[config.mk]
export PLATFORM = sky130hd
export DESIGN_NAME = byte_stripe_ctrl_flat
export DESIGN_NICKNAME = d
export VERILOG_FILES = /design/src/rtl/byte_stripe_ctrl_pkg.sv /design/src/rtl/byte_stripe_ctrl_if.sv /design/src/rtl/byte_stripe_ctrl_ptr.sv /design/src/rtl/byte_stripe_ctrl.sv /design/src/flat_wrapper.sv
export SDC_FILE = /design/constraint.sdc
export NUM_CORES = 1
export LEC_CHECK = 0
export ABC_AREA = 1
export BUFFER_PORTS_ARGS = -buffer_cell sky130_fd_sc_hd__buf_4
export CORE_MARGIN = 4
export CORE_UTILIZATION = 46
export CTS_CLUSTER_SIZE = 25
export DETAILED_ROUTE_END_ITERATION = 16
export GPL_TIMING_DRIVEN = 0
export PLACE_DENSITY = 0.75
export SYNTH_ARGS = -nofsm -noshare
export SYNTH_HDL_FRONTEND = slang
export SYNTH_SLANG_ARGS = --single-unit
export TNS_END_PERCENT = 5
[constraint.sdc]
create_clock -name clk -period 1.6 [get_ports clk]
set_input_delay 0.32 -clock clk [delete_from_list [all_inputs] [get_ports clk]]
set_output_delay 0.32 -clock clk [all_outputs]
set_load 0.005 [all_outputs]
[src/rtl/byte_stripe_ctrl_pkg.sv]
// Shared constants, state encoding and cfg decode for the byte-striping scheduler.
package stripe_pkg;
   localparam int LANES = 4;
   localparam int DW    = 8;

   localparam logic [1:0] CFG_1LANE = 2'b00;
   localparam logic [1:0] CFG_2LANE = 2'b01;
   localparam logic [1:0] CFG_4LANE = 2'b10;
   localparam logic [1:0] CFG_RSVD  = 2'b11;

   // HOLD means a cfg change is waiting for the current word to finish
   typedef enum logic [1:0] {
      IDLE = 2'd0,
      RUN  = 2'd1,
      HOLD = 2'd2
   } state_t;

   function automatic logic [2:0] cfg2n(input logic [1:0] cfg);
      case (cfg)
         CFG_1LANE: return 3'd1;
         CFG_2LANE: return 3'd2;
         default:   return 3'd4;
      endcase
   endfunction
endpackage

[src/rtl/byte_stripe_ctrl_if.sv]
// Byte-stream input and per-lane output bus of the striping scheduler.
interface byte_stripe_ctrl_if #(
   parameter int LANES = stripe_pkg::LANES,
   parameter int DW    = stripe_pkg::DW
);
   logic                       in_valid;
   logic [DW-1:0]              in_data;
   logic                       in_ready;
   logic [LANES-1:0]           lane_ready;
   logic [LANES-1:0]           lane_valid;
   logic [LANES-1:0][DW-1:0]   lane_data;
   logic                       word_done;

   modport master (
      output in_valid, in_data, lane_ready,
      input  in_ready, lane_valid, lane_data, word_done
   );

   modport slave (
      input  in_valid, in_data, lane_ready,
      output in_ready, lane_valid, lane_data, word_done
   );
endinterface

[src/rtl/byte_stripe_ctrl_ptr.sv]
// Modulo-N lane pointer: advances on each accepted byte, wraps after i_last.
module lane_ptr_counter (
   input  logic       clk,
   input  logic       reset,
   input  logic       i_adv,
   input  logic       i_clr,
   input  logic [1:0] i_last,
   output logic [1:0] o_ptr,
   output logic       o_wrap
);
   logic [1:0] r_ptr;

   assign o_ptr  = r_ptr;
   assign o_wrap = i_adv & (r_ptr == i_last);

   always_ff @(posedge clk or negedge reset) begin
      if (!reset)
         r_ptr <= 2'd0;
      else if (i_clr || o_wrap)
         r_ptr <= 2'd0;
      else if (i_adv)
         r_ptr <= r_ptr + 2'd1;
   end
endmodule

[src/rtl/byte_stripe_ctrl.sv]
// Deals an input byte stream round-robin onto 1/2/4 lanes; lane-count
// changes take effect only on word boundaries (or on flush).
module byte_stripe_ctrl
   import stripe_pkg::*;
(
   input  logic               clk,
   input  logic               reset,
   byte_stripe_ctrl_if.slave  bus,
   input  logic [1:0]         i_cfg_lanes,
   input  logic               i_cfg_load,
   input  logic               i_flush,
   output logic [1:0]         o_cur_lane,
   output logic [1:0]         o_active_cfg,
   output logic               o_cfg_err
);
   state_t                   r_state, w_state_nxt;
   logic [1:0]               r_active_cfg, w_active_nxt;
   logic [1:0]               r_pend_cfg, w_pend_nxt;
   logic                     r_cfg_err, w_err_nxt;
   logic [LANES-1:0]         r_lane_valid;
   logic [LANES-1:0][DW-1:0] r_lane_data;
   logic                     r_word_done;

   logic [1:0] w_ptr, w_last_idx;
   logic       w_run, w_xfer, w_wrap, w_flush, w_cfg_ok, w_cfg_bad;

   assign w_run      = (r_state != IDLE);
   assign bus.in_ready = w_run & bus.lane_ready[w_ptr];
   assign w_xfer     = bus.in_valid & bus.in_ready;
   assign w_flush    = w_run & i_flush;
   assign w_cfg_ok   = i_cfg_load & (i_cfg_lanes != CFG_RSVD);
   assign w_cfg_bad  = i_cfg_load & (i_cfg_lanes == CFG_RSVD);
   assign w_last_idx = 2'(cfg2n(r_active_cfg) - 3'd1);

   lane_ptr_counter u_ptr (
      .clk    (clk),
      .reset  (reset),
      .i_adv  (w_xfer),
      .i_clr  (w_flush),
      .i_last (w_last_idx),
      .o_ptr  (w_ptr),
      .o_wrap (w_wrap)
   );

   always_ff @(posedge clk or negedge reset) begin
      if (!reset) begin
         r_state      <= IDLE;
         r_active_cfg <= CFG_4LANE;
         r_pend_cfg   <= CFG_1LANE;
         r_cfg_err    <= 1'b0;
      end else begin
         r_state      <= w_state_nxt;
         r_active_cfg <= w_active_nxt;
         r_pend_cfg   <= w_pend_nxt;
         r_cfg_err    <= w_err_nxt;
      end
   end

   always_comb begin
      w_state_nxt  = r_state;
      w_active_nxt = r_active_cfg;
      w_pend_nxt   = r_pend_cfg;
      w_err_nxt    = r_cfg_err | w_cfg_bad;
      case (r_state)
         IDLE: begin
            if (w_cfg_ok) begin
               w_active_nxt = i_cfg_lanes;
               w_state_nxt  = RUN;
            end
         end
         RUN, HOLD: begin
            if (i_flush) begin
               if (r_state == HOLD) w_active_nxt = r_pend_cfg;
               if (w_cfg_ok)        w_active_nxt = i_cfg_lanes;
               w_state_nxt = RUN;
            end else if (w_wrap) begin
               // a load arriving with the last byte is newer than any pending one
               if (w_cfg_ok)             w_active_nxt = i_cfg_lanes;
               else if (r_state == HOLD) w_active_nxt = r_pend_cfg;
               w_state_nxt = RUN;
            end else if (w_cfg_ok) begin
               if (r_state == RUN && w_ptr == 2'd0 && !w_xfer) begin
                  w_active_nxt = i_cfg_lanes;
               end else begin
                  w_pend_nxt  = i_cfg_lanes;
                  w_state_nxt = HOLD;
               end
            end
         end
         default: w_state_nxt = IDLE;
      endcase
   end

   always_ff @(posedge clk or negedge reset) begin
      if (!reset) begin
         r_lane_valid <= '0;
         r_lane_data  <= '0;
         r_word_done  <= 1'b0;
      end else begin
         r_lane_valid <= w_xfer ? ({{(LANES-1){1'b0}}, 1'b1} << w_ptr) : '0;
         r_word_done  <= w_wrap & ~w_flush;
         if (w_xfer) r_lane_data[w_ptr] <= bus.in_data;
      end
   end

   assign bus.lane_valid = r_lane_valid;
   assign bus.lane_data  = r_lane_data;
   assign bus.word_done  = r_word_done;
   assign o_cur_lane     = w_ptr;
   assign o_active_cfg   = r_active_cfg;
   assign o_cfg_err      = r_cfg_err;
endmodule

[src/flat_wrapper.sv]
// flat-port wrapper written by rule: the top's interface ports become plain ports
module byte_stripe_ctrl_flat import stripe_pkg::*;
  (clk, reset, i_cfg_lanes, i_cfg_load, i_flush, o_cur_lane, o_active_cfg, o_cfg_err, bus_in_valid, bus_in_data, bus_lane_ready, bus_in_ready, bus_lane_valid, bus_lane_data, bus_word_done);
  byte_stripe_ctrl_if bus_i ();
  input  logic clk;
  input  logic reset;
  input  logic [1:0] i_cfg_lanes;
  input  logic i_cfg_load;
  input  logic i_flush;
  output logic [1:0] o_cur_lane;
  output logic [1:0] o_active_cfg;
  output logic o_cfg_err;
  input wire logic [$bits(bus_i.in_valid)-1:0] bus_in_valid;
  input wire logic [$bits(bus_i.in_data)-1:0] bus_in_data;
  input wire logic [$bits(bus_i.lane_ready)-1:0] bus_lane_ready;
  output wire logic [$bits(bus_i.in_ready)-1:0] bus_in_ready;
  output wire logic [$bits(bus_i.lane_valid)-1:0] bus_lane_valid;
  output wire logic [$bits(bus_i.lane_data)-1:0] bus_lane_data;
  output wire logic [$bits(bus_i.word_done)-1:0] bus_word_done;
  assign bus_i.in_valid = bus_in_valid;
  assign bus_i.in_data = bus_in_data;
  assign bus_i.lane_ready = bus_lane_ready;
  assign bus_in_ready = bus_i.in_ready;
  assign bus_lane_valid = bus_i.lane_valid;
  assign bus_lane_data = bus_i.lane_data;
  assign bus_word_done = bus_i.word_done;
  byte_stripe_ctrl u_core (.clk(clk), .reset(reset), .bus(bus_i), .i_cfg_lanes(i_cfg_lanes), .i_cfg_load(i_cfg_load), .i_flush(i_flush), .o_cur_lane(o_cur_lane), .o_active_cfg(o_active_cfg), .o_cfg_err(o_cfg_err));
endmodule
==> results of run 1 <==
==> metrics by stage <==
stage | setup slack, ps | total power, µW | area [µm²] | instances | hold slack (ps)
after floorplan | -23.00 | 3207 | 2146 | 180 | 24.41
after global placement | -163.2 | 4170 | 2669 | 293 | 355.5
after detailed placement | -181.6 | 4230 | 2669 | 293 | 359.8
after CTS | -140.0 | 5320 | 2995 | 317 | 39.60
after global routing | -202.8 | 6065 | 3120 | 323 | 60.51
final | -160.5 | 5681 | 3120 | 323 | 19.51
==> what timing repair did <==
| item | CTS | global route |
|---|---|---|
| pin swaps | 7 | 17 |
| setup endpoints to repair | 38 | 41 |
| cloned | 2 | 1 |
| buffers inserted | 15 | 5 |
| gates resized for setup | 28 | 22 |
==> final timing paths <==
check,from,to,slack (ps),cells after the start
min,reset,u_core.bus.lane_data[15],20,1
max reg2reg,u_core.u_ptr.o_ptr[0],u_core.bus.lane_data[5],-160,8
max,u_core.u_ptr.o_ptr[0],u_core.bus.lane_data[5],-160,8
max in group asynchronous,reset,u_core.u_ptr.o_ptr[1],1160,1
min reg2reg,u_core.o_cfg_err,u_core.o_cfg_err,480,1
min in group clk,bus_in_data[4],u_core.bus.lane_data[28],280,2
==> layout make-up <==
class,instances,area [µm²]
Timing Repair Buffer,81,655.6
Tap cell,52,65.06
Fill cell,313,1324
Sequential cell,46,1155
Inverter,25,96.34
Multi-Input combinational cell,112,1070
Clock inverter,2,10.01
Clock buffer,5,68.82
==> worst register-to-register path, cell delays in order (launching register included) <==
cell and delay [ps]:
dfrtp_2 460, inv_4 70, nand2_2 60, nand3_2 80
nand2_2 110, nand3_4 180, buf_12 200, nor2_8 170
mux2_4 320
==> power by group through the flow <==
stage | logic [µW] | registers, µW | clock network (µW)
finish | 3030 | 2000 | 653
global route | 3290 | 2050 | 725
CTS | 2670 | 1980 | 671
detailed placement | 2220 | 2010 | 0
global placement | 2170 | 2000 | 0
floorplan | 1220 | 1980 | 0
==> metal layers <==
metal  vias up  global-route usage  part of all wire
li1        772                   -                 -
met1       806              0.2253              0.43
met2        58              0.2935              0.50
met3         6             0.04610             0.054
met4         0             0.03261            0.0062
met5         -                   0                 0
==> registers in the layout, indices dropped and copies added (netlist names) <==
signal	flops
u_core.bus.lane_data	32
u_core.bus.lane_valid	4
u_core.o_active_cfg	2
u_core.r_pend_cfg	2
u_core.r_state	2
u_core.u_ptr.o_ptr	2
u_core.bus.word_done	1
u_core.o_cfg_err	1
==> cells in the final DEF (no fill, tap or decap) <==
cell type | synthesis | final
o21ai_1 | 1 | 3
nand3_4 | 1 | 1
inv_4 | 0 | 1
a21oi_1 | 1 | 1
mux2_2 | 24 | 4
ha_1 | 8 | 7
dfrtp_2 | 0 | 2
o21bai_1 | 1 | 1
nand3_2 | 2 | 6
nand2_2 | 2 | 8
inv_2 | 1 | 5
nor2_1 | 9 | 8
clkbuf_8 | 0 | 5
buf_4 | 0 | 73
dfrtp_1 | 45 | 43
dfstp_2 | 1 | 1
ha_4 | 0 | 1
xor2_1 | 1 | 1
nor2_8 | 4 | 4
mux2_4 | 8 | 28
nor2_4 | 0 | 4
clkinv_2 | 0 | 2
nand2_4 | 0 | 1
inv_1 | 24 | 19
o21ai_0 | 6 | 3
mux2i_1 | 2 | 2
buf_6 | 0 | 6
nand4_1 | 3 | 3
nand2_1 | 28 | 21
nand3_1 | 8 | 4
buf_12 | 0 | 2
o21ai_2 | 0 | 1
==> cell families after synthesis <==
kind of cell / Yosys count
buffers and inverters: 25
flip-flops: 46
XOR/XNOR: 1
adder cells (fa/ha/maj): 8
AO/OA/AOI/OAI: 9
AND/OR/NAND/NOR: 57
multiplexers: 34
==> flow_metrics.tcl, run 1 <==
set metrics [dict create \
    netlist.area_leader.share 0.5260 \
    synth_compound_area_frac 0.02221 \
    cts_tree "built" \
    cp_num_buf_inv 2 \
    synthSimpleGateAreaFrac 0.1531 \
    cts.sinks 46 \
    startpoint_type "register" \
    required_ps 1770 \
    clkLatencyLatePin_ps 290 \
    antenna_found_initial 0 \
    fin_crit_sh 1.100 \
    synth_top_family_by_area "multiplexers" \
    peakVddDrop_v 0.001045 \
    path_clk_slew_ps 80 \
    cellPowerDensity_nw_per_um2 1820 \
    fin_skew_ps 10.22 \
    drtAntennaViolNets 0 \
    n_antenna_cell 0 \
    synth_top_area_cell "dfrtp_1" \
    setup_viol 40 \
    synth-edff-count 0 \
    slew_viol_final 0 \
    endpoint_kind "register" \
    die_h_um 76.22 \
    first_iter_violations 77 \
    synth_cell_types 21 \
    numCtsBuffers 5 \
    setup_tns_ps -4149 \
    p_clk_frac 0.115 \
    netlist_top_cells_count "45 x dfrtp_1, 28 x nand2_1, 24 x inv_1, 24 x mux2_2, 9 x nor2_1" \
    power_frac_comb 0.534 \
    power.leakage_uw 0.001682 \
    async_reset_ff_frac 1.000 \
    grt_pass1_wl_um 8059 \
    critPathTopFamily "simple AND/OR/NAND/NOR gates" \
    io_pins 62 \
    grt_pass1_vias 1587 \
    crit_path_cell_trace "inv_4 -> nand2_2 -> nand3_2 -> nand2_2 -> nand3_4 -> buf_12 -> nor2_8 -> mux2_4" \
    io_buffer_count 61 \
    maxCapViolations 0 \
    min_path_type "in2async" \
    track_usage 0.1734 \
    fin_nets 298 \
    start_util 0.4817 \
    p_seq_frac 0.352 \
    worstPathMaxFanout 6 \
    hold_viol 0 \
    crit_type "reg2reg" \
    crit_arrival_ps 1930 \
    p_int_uw 3667 \
    viasPerCell 5.084 \
    firstDrtPassIters 4 \
    slew_headroom 0.6223 \
    synthCells 180 \
    fin_ws_ps -160.5 \
    swShare 0.3544 \
    slowest_stage "dfrtp_2" \
    violations "setup timing" \
    row_count 24 \
    die_w_um 76.22 \
    die-area_um2 5809 \
    finalWeightedCongestion 0.8376 \
    synth.area.mux_share 0.1917 \
    ys_seq_area_frac 0.5383 \
    critPathMostFrequentCell "nand2_2" \
    grt_start_max_net_pins 47 \
    synth_area_um2 2141 \
    ys.warnings.count 0 \
    vias 1642 \
    hold_buffers 0 \
    wl_per_cell_um 16.03 \
    clock-root-buffer "clkbuf_8" \
    h-tree-depth 2 \
    outcome "finished, violations left" \
    drive_above_1_share 0.5720 \
    period_needed_ps 1760 \
    grt-ovfl-total 0 \
    synth_seq_cells 46 \
    ys_top_cells_by_area "dfrtp_1 53%, mux2_2 13%, mux2_4 5.6%, nand2_1 4.9%, ha_1 4.7%" \
    area_delta_synth_final_pct 45.76 \
    post-synth-top-count-cell "dfrtp_1" \
    core_um2 4444 \
    worst_slew_pin_slew_ps 566.5 \
    dp_hpwl_um 3111 \
    synth_fa_ha_area_frac 0.04676 \
    drc_errors 0 \
    slowest_delay_ps 460 \
    synth_top_flop_cell "dfrtp_1" \
    fmax_mhz 568.0 \
    switching_power_uw 2014 \
    syn_nets 207 \
    synth_xor_area_frac 0.004091 \
    final_core_util 0.7021 \
    grt_setup_unrepaired "yes" \
    drt-total-wl_um 5178 \
    syn_area_per_cell_um2 11.89 \
    clockBufferDepth 2 \
]
No activity file was read; power rests on OpenSTA's default activity.
==> run 2: changes to the inputs <==
PLACE_DENSITY = unset   (was 0.75)
PLACE_DENSITY_LB_ADDON = 0.05   (was unset)
==> run 2 against run 1 <==
  * The flow still finishes with violations (setup timing)
  * Sequential share of layout area rose by 1.7 points
  * Sequential power barely moved
  * Non-clock buffer count fell by 8
  * Die area did not move
  * Count of clock-buffer cells in the layout did not move
  * Final area fell by 4.4%
  * Power fell by 6.0%
  * Global-route usage fell by 0.67 points
  * Combinational power fell by 11%
  * First-iteration DRC count rose by 40%
  * Largest cell class unchanged
  * Highest routed layer unchanged
==> flow_metrics.tcl, run 2 (synthesis gave the netlist of run 1 again) <==
set metrics [dict create \
    whs_ps 21.05 \
    power_uw 5342 \
    placed_cell_area_um2 2669 \
    top_layer "met4" \
    crit_arrival_ps 1800 \
    clkLatencyLatePin_ps 290 \
    min_path_type "in2async" \
    grt-ovfl-total 0 \
    startpoint_type "register" \
    final_common_cell "buf_4" \
    core_um2 4444 \
    critPathTopFamily "simple AND/OR/NAND/NOR gates" \
    row_count 24 \
    fin_ws_ps -27.63 \
    drt-total-wl_um 4588 \
    outcome "finished, violations left" \
    required_ps 1780 \
    crit_path_cell_trace "nand2_1 -> nand3_2 -> nand2_2 -> nand3_4 -> buf_12 -> nor2_8 -> mux2_4" \
    clock-root-buffer "clkbuf_8" \
    dr_wl_met2_um 2120 \
    fin_skew_ps 3.003 \
    vias 1549 \
    largest_reg_flops 32 \
    grt_setup_unrepaired "yes" \
    cp_num_buf_inv 1 \
    die-area_um2 5809 \
    area_delta_synth_final_pct 39.33 \
    worstPathMaxFanout 6 \
    slowest_stage "dfrtp_2" \
    drive_above_1_share 0.5189 \
    io_pins 62 \
    maxCapViolations 0 \
    peakVddDrop_v 0.0007151 \
    met1_length_um 2106 \
    met3_length_um 299 \
    die_w_um 76.22 \
    firstDrtPassIters 4 \
    io_buffer_count 61 \
    slowest_delay_ps 460 \
    antenna_found_initial 0 \
    h-tree-depth 2 \
    grt_pass1_vias 1555 \
    finalWeightedCongestion 0.7571 \
    slew_headroom 0.6255 \
    grt_start_max_net_pins 47 \
    fin_nets 291 \
    crit_type "reg2reg" \
    n_antenna_cell 0 \
    grt_pass1_wl_um 7728 \
    final_cell_mix "71 x buf_4, 43 x dfrtp_1, 27 x nand2_1, 23 x mux2_4, 21 x inv_1" \
    slew_viol_final 0 \
    final.fill_count 332 \
    first_iter_violations 108 \
    track_usage 0.1667 \
    cellPowerDensity_nw_per_um2 1791 \
    cts_tree "built" \
    cts.sinks 46 \
    drtAntennaViolNets 0 \
    path_clk_slew_ps 80 \
    hold_buffers 0 \
    fin_crit_sh 1.017 \
    final_cell_area_um2 2983 \
    clockBufferDepth 2 \
    viasPerCell 4.902 \
    start_util 0.4817 \
    wl_per_cell_um 14.52 \
    hold_viol 0 \
    drc_errors 0 \
    power.leakage_uw 0.001618 \
    worst_slew_pin_slew_ps 561.8 \
    violations "setup timing" \
    period_needed_ps 1628 \
    setup_viol 29 \
    die_h_um 76.22 \
    numCtsBuffers 5 \
    dp_hpwl_um 3052 \
    fmax_mhz 614.4 \
    endpoint_kind "register" \
]
[run 2: cell count changes in the layout (fill, tap and decap cells not counted), moves of 5 or more]
cell and change:
buf_6 -5, mux2_2 +5, mux2_4 -5, nand2_1 +6, nand2_2 -5
[run 2: cell type report]
class | instances | area (µm²) | share of cell area
clock buffer | 5 | 68.82 | 0.02307
clock inverter | 2 | 10.01 | 0.003356
inverter | 25 | 96.34 | 0.03230
multi-input combinational | 113 | 1023 | 0.3431
sequential | 46 | 1155 | 0.3872
tap | 52 | 65.06 | 0.02181
timing repair buffer | 73 | 564.3 | 0.1892
[run 2: repair_timing]
action	4_1_cts	5_1_grt
endpoints found under the setup margin	38	39
endpoints found under the hold margin	0	0
setup buffers	7	5
cloned	4	0
resized for setup	19	7
pin swaps	9	6
[run 2: power by group]
part           switching [µW]  internal (µW)  total, µW
Clock                     365            293        658
Combinational            1170           1540       2710
Sequential                321           1650       1970
[run 2: path summary, 6_finish.rpt]
| kind | to | slack, ps | cells after the start | startpoint |
|---|---|---|---|---|
| worst min-delay path | u_core.bus.lane_data[9] | 20 | 1 | reset |
| max in group asynchronous | u_core.u_ptr.o_ptr[0] | 1180 | 1 | reset |
| worst max register to register | u_core.bus.lane_data[14] | -30 | 7 | u_core.u_ptr.o_ptr[0] |
| worst min register to register | u_core.o_cfg_err | 480 | 1 | u_core.o_cfg_err |
| min in group clk | u_core.bus.lane_data[17] | 280 | 2 | bus_in_data[1] |
| worst max-delay path | u_core.bus.lane_data[14] | -30 | 7 | u_core.u_ptr.o_ptr[0] |
[run 2: metrics by stage]
step	instances	TNS, ps	utilization	setup slack [ps]
detailed placement	293	-5829	0.6005	-187.7
finish	316	-358.3	0.6712	-27.63
CTS	311	-1105	0.6588	-53.25
floorplan	180	-184.0	-	-23.00
global route	316	-4387	0.6712	-140.4
global placement	293	-5503	0.6005	-186.9
[run 2: metal layers]
metal  global-route usage  up-vias
met1               0.2179      729
met5                    0        -
li1                     -      764
met3              0.05437        6
met4              0.05435        0
met2               0.2619       50
